==> src/rtl/bin_to_bcd_converter.sv <==
// bin_to_bcd_converter: sequential binary to packed BCD converter (shift-add-3, one bit per clock).
//   Ports: clk_in, rst_n_in (async active-low), a_in [WIDTH] operand, en_in start request,
//          y_out [4*DIGITS] packed BCD (digit 0 in [3:0]), done one-cycle result pulse,
//          busy_out accept-to-done-drop, sign_out (only with BIN2BCD_SIGNED_EN).
//   Macro BIN2BCD_SIGNED_EN: treat a_in as two's complement, convert its magnitude, report the sign.
module bin_to_bcd_converter #(
  parameter int WIDTH  = 8,
  parameter int DIGITS = 3
) (
  input  logic                  clk_in,
  input  logic                  rst_n_in,
  input  logic [WIDTH-1:0]      a_in,
  input  logic                  en_in,
  output logic [4*DIGITS-1:0]   y_out,
  output logic                  done,
  output logic                  busy_out
`ifdef BIN2BCD_SIGNED_EN
  ,
  output logic                  sign_out
`endif
);
  localparam int N  = 4*DIGITS + WIDTH;
  localparam int CW = $clog2(WIDTH + 1);
  typedef enum logic [1:0] {IDLE, SHIFT, DONE} state_t;
  state_t state, next;
  logic [N-1:0] sr, adj;
  logic [CW-1:0] cnt;
  logic [WIDTH-1:0] mag;
  logic accept, last;
  assign accept = (state == IDLE) && en_in;
  assign last   = (state == SHIFT) && (cnt == CW'(1));
`ifdef BIN2BCD_SIGNED_EN
  logic sign_pend;
  assign mag = a_in[WIDTH-1] ? -a_in : a_in;
`else
  assign mag = a_in;
`endif
  // digits are corrected independently; a digit >= 5 becomes >= 8 so the shift carries into the next digit
  always_comb begin
    adj = sr;
    for (int i = 0; i < DIGITS; i++)
      if (sr[WIDTH+4*i +: 4] >= 4'd5) adj[WIDTH+4*i +: 4] = sr[WIDTH+4*i +: 4] + 4'd3;
  end
  always_comb begin
    next = state;
    if (accept) next = SHIFT;
    else if (last) next = DONE;
    else if (state == DONE) next = IDLE;
  end
  always_ff @(posedge clk_in or negedge rst_n_in)
    if (!rst_n_in) state <= IDLE;
    else state <= next;
  always_ff @(posedge clk_in or negedge rst_n_in)
    if (!rst_n_in) begin
      sr       <= '0;
      cnt      <= '0;
      y_out    <= '0;
      done     <= 1'b0;
      busy_out <= 1'b0;
`ifdef BIN2BCD_SIGNED_EN
      sign_pend <= 1'b0;
      sign_out  <= 1'b0;
`endif
    end else begin
      done <= 1'b0;
      if (accept) begin
        sr       <= {{(4*DIGITS){1'b0}}, mag};
        cnt      <= CW'(WIDTH);
        busy_out <= 1'b1;
`ifdef BIN2BCD_SIGNED_EN
        sign_pend <= a_in[WIDTH-1];
`endif
      end else if (state == SHIFT) begin
        sr  <= {adj[N-2:0], 1'b0};
        cnt <= cnt - CW'(1);
        if (last) begin
          // BCD field of the final shifted register, taken straight from the adjusted value
          y_out <= adj[N-2 -: 4*DIGITS];
          done  <= 1'b1;
`ifdef BIN2BCD_SIGNED_EN
          sign_out <= sign_pend;
`endif
        end
      end else if (state == DONE) busy_out <= 1'b0;
    end
endmodule

==> config.mk <==
export PLATFORM = sky130hd
export DESIGN_NAME = bin_to_bcd_converter
export DESIGN_NICKNAME = d
export VERILOG_FILES = /design/src/rtl/bin_to_bcd_converter.sv
export SDC_FILE = /design/constraint.sdc
export NUM_CORES = 1
export LEC_CHECK = 0
export ABC_AREA = 0
export CORE_MARGIN = 1.5
export CORE_UTILIZATION = 48
export CTS_CLUSTER_DIAMETER = 80
export DETAILED_ROUTE_END_ITERATION = 12
export PLACE_DENSITY = 0.75
export SKIP_LAST_GASP = 1
export SLEW_MARGIN = 20
export SYNTH_ARGS = -nofsm -noshare
export SYNTH_HDL_FRONTEND = slang
export SYNTH_SLANG_ARGS = --single-unit
==> constraint.sdc <==
create_clock -name clk_in -period 1.47 [get_ports clk_in]
set_input_delay 0.147 -clock clk_in [delete_from_list [all_inputs] [get_ports clk_in]]
set_output_delay 0.147 -clock clk_in [all_outputs]
set_load 0.01 [all_outputs]
==> reports/qor.csv <==
stage,metric,value,unit
die,die_y,65.2,um
power_and_ir_drop,power-per-cell-area,2220,nW/um2
synthesis,syn-cell-area,1860,um2
die,num_io_pins,25,
routing,viasPerCell,5.49,
routing,drc,0,
routing,wl,4460,um
cts,cts_buffers,5,
power_and_ir_drop,p_total,5.81,mW
die,die_area,4250,um2
synthesis,ys_warn_count,0,
placed_design,placed_area,2260,um2
job,max_cap_violations,0,
routing,wire_per_inst,15.3,um
sta,maxSlewHeadroom,0.662,
die,rows,22,
setup_path,path_class,flip-flop to flip-flop,
cts,cts_root_buf,clkbuf_8,
synthesis,seq_area_frac_synth,0.539,
cts,clk_pin_slew,0.08,ns
setup_path,worst-path-max-fanout,3,
setup_path,crit_path_start_kind,flip-flop,
routing,drtAntennaViolNets,0,
cts,cts_tree,done,
cts,clkLatencyLatePin,0.30,ns
synthesis,netlist_instances,187,
setup_path,end_kind,flip-flop,
cts,cts.sinks,40,
sta,finalCriticalPeriod,1.46,ns
layout,layout.nets,261,
layout,drive_above_1_share,0.321,
sta,rsz0062_at_grt,true,
sta,setup_viol,0,
sta,drv_slew,0,
die,initial_core_util,0.503,
worst_hold_path,hp-class,input port to asynchronous set/reset pin,
sta,tightest_slew,0.507,ns
global_route,grt_pass1_wl,7250,um
synthesis,ys_ff_latch,40,
synthesis,synth_nets,206,
setup_path,cp.arrival,1.63,ns
global_route,grt_antenna_before_repair,0,
global_route,grt_max_degree,41,
layout,utilization,0.710,
synthesis,syn-mean-instance-area,9.92,um2
die,die_w,65.2,um
die,core-area,3690,um2
global_route,grt_usage,0.228,
placed_design,port_buffers,24,
sta,finClkSkew,0.00638,ns
power_and_ir_drop,vdd_drop_max,1220,uV
setup_path,required,1.64,ns
cts,ctsHtreeMaxLevel,2,
routing,vias,1598,
routing,dr.pass1.iters,4,
global_route,grt_pass1_vias,1604,
layout,antennaDiodeCount,0,
sta,period_share,0.994,
sta,fmax,685,MHz
synthesis,ys_types,28,
global_route,overflow,0,
outcome,outcome,finished clean,
layout,finish.instance_area,2620,um2
power_and_ir_drop,power.leakage,1.15,nW
placed_design,gp_congestion,0.867,
layout,syn2layout_area_growth,41.2,%
routing,drtIter0Drc,72,
placed_design,dp_hpwl,2820,um
cts,cts-root-to-sink-buffers,2,
sta,final_hold_viol_count,0,
-- metrics by stage --
step / setup TNS (ns) / std cells / hold slack [ns] / setup slack [ns]
2_1_floorplan: 0 / 187 / -0.149 / 0.00344
5_1_grt: -0.279 / 291 / 0.499 / -0.0575
4_1_cts: 0 / 287 / 0.450 / 0.00254
6_report: 0 / 291 / 0.431 / 0.00949
3_3_place_gp: -0.0136 / 270 / 0.226 / -0.0136
3_5_place_dp: -0.307 / 270 / 0.239 / -0.0882
-- logic make-up (layout without fill, tap and decap cells) --
| logic type | after synthesis | count (layout) | synth area share |
|---|---|---|---|
| AO/OA/AOI/OAI | 60 | 60 | 0.184 |
| XOR/XNOR | 3 | 3 | 0.0142 |
| adder cells (fa/ha/maj) | 8 | 8 | 0.0539 |
| buffers and inverters | 18 | 74 | 0.0405 |
| flip-flops | 40 | 40 | 0.539 |
| multiplexers | 6 | 6 | 0.0357 |
| AND/OR/NAND/NOR | 52 | 52 | 0.132 |
-- placed cells by master (no fill, tap or decap), types with 2 or more instances in the layout --
| cell | instances |
|---|---|
| a21oi_1 | 7 |
| a21oi_4 | 3 |
| a22o_1 | 2 |
| a22oi_1 | 7 |
| a31oi_1 | 4 |
| buf_4 | 30 |
| clkbuf_8 | 6 |
| clkdlybuf4s50_1 | 23 |
| clkinv_2 | 2 |
| dfrtp_1 | 39 |
| ha_2 | 2 |
| ha_4 | 5 |
| inv_1 | 2 |
| inv_2 | 9 |
| mux2_4 | 4 |
| nand2_1 | 32 |
| nand2b_4 | 3 |
| nor2_1 | 4 |
| nor2b_1 | 3 |
| nor3b_1 | 5 |
| o21ai_0 | 15 |
| o21ai_1 | 14 |
| o21ai_2 | 6 |
| xnor2_1 | 2 |
-- final timing paths --
| path | from | endpoint | slack, ns | cells after the start |
|---|---|---|---|---|
| worst max-delay path | sr[13]$_DFFE_PN0P_ | sr[13]$_DFFE_PN0P_ | 0.009 | 7 |
| worst min-delay path | rst_n_in | y_out[6]$_DFFE_PN0P_ | 0.43 | 3 |
| worst max register to register | sr[13]$_DFFE_PN0P_ | sr[13]$_DFFE_PN0P_ | 0.009 | 7 |
| worst min register to register | y_out[7]$_DFFE_PN0P_ | y_out[7]$_DFFE_PN0P_ | 0.49 | 2 |
| max in group asynchronous | rst_n_in | sr[12]$_DFFE_PN0P_ | 0.68 | 3 |
| min in group clk_in | y_out[7]$_DFFE_PN0P_ | y_out[7]$_DFFE_PN0P_ | 0.49 | 2 |
-- report_power, final --
group / switching [mW] / internal (mW)
clock network: 0.386 / 0.374
logic: 1.49 / 1.59
registers: 0.406 / 1.56
total: 2.29 / 3.52
-- critical path, cell delays in order, from the launching register on --
cell      delay [ns]
dfrtp_1         0.41
inv_2           0.12
ha_4            0.13
nand2b_4        0.13
a21oi_4         0.06
buf_4           0.14
xnor2_1         0.24
o21ai_1         0.10
-- layout make-up --
class,count,area [um2]
Clock buffer,6,82.6
Sequential cell,40,1000
Tap cell,48,60.1
Fill cell,285,1070
Timing Repair Buffer,55,470
Multi-Input combinational cell,129,953
Clock inverter,2,10.0
Inverter,11,41.3
-- synthesized netlist by cell type --
cell type | number | area [um2]
xnor2_1 | 3 | 26.3
a21oi_1 | 10 | 50.1
nor2_1 | 4 | 15.0
mux2_1 | 1 | 11.3
nand2b_1 | 3 | 18.8
a31o_2 | 1 | 8.76
nor2b_1 | 3 | 18.8
buf_2 | 6 | 30.0
o21ai_2 | 1 | 8.76
nor2b_2 | 1 | 8.76
nor3b_2 | 1 | 12.5
a21oi_2 | 1 | 8.76
clkbuf_1 | 1 | 3.75
mux2i_1 | 1 | 10.0
o21ai_1 | 13 | 65.1
nor3_1 | 1 | 5.00
dfrtp_1 | 40 | 1000
o21ai_0 | 21 | 105
mux2_2 | 4 | 45.0
a22oi_1 | 7 | 52.6
a22o_1 | 2 | 17.5
nand3_1 | 1 | 5.00
inv_2 | 2 | 7.51
nand2_1 | 33 | 124
nor3b_1 | 5 | 37.5
inv_1 | 9 | 33.8
a31oi_1 | 4 | 25.0
ha_1 | 8 | 100
-- metal layers --
layer | track usage | wire [um] | vias up | part of all wire
li1 | - | - | 755 | -
met1 | 0.253 | 1730 | 791 | 0.39
met2 | 0.416 | 2410 | 42 | 0.54
met3 | 0.0548 | 199 | 10 | 0.045
met4 | 0.0911 | 115 | 0 | 0.026
met5 | 0 | 0 | - | 0
-- registers in the layout, summed over array words and instances (netlist names) --
| register | flops |
|---|---|
| y_out | 12 |
| done | 1 |
| state | 2 |
| cnt | 4 |
| busy_out | 1 |
| sr | 20 |
-- timing repair --
item	4_1_cts	5_1_grt
buffers inserted	8	4
pin swaps	4	6
gates resized for setup	20	25
setup endpoints to repair	13	16
hold endpoints to repair	40	0
hold buffers	1	0
No activity file was read; power rests on OpenSTA's default activity.
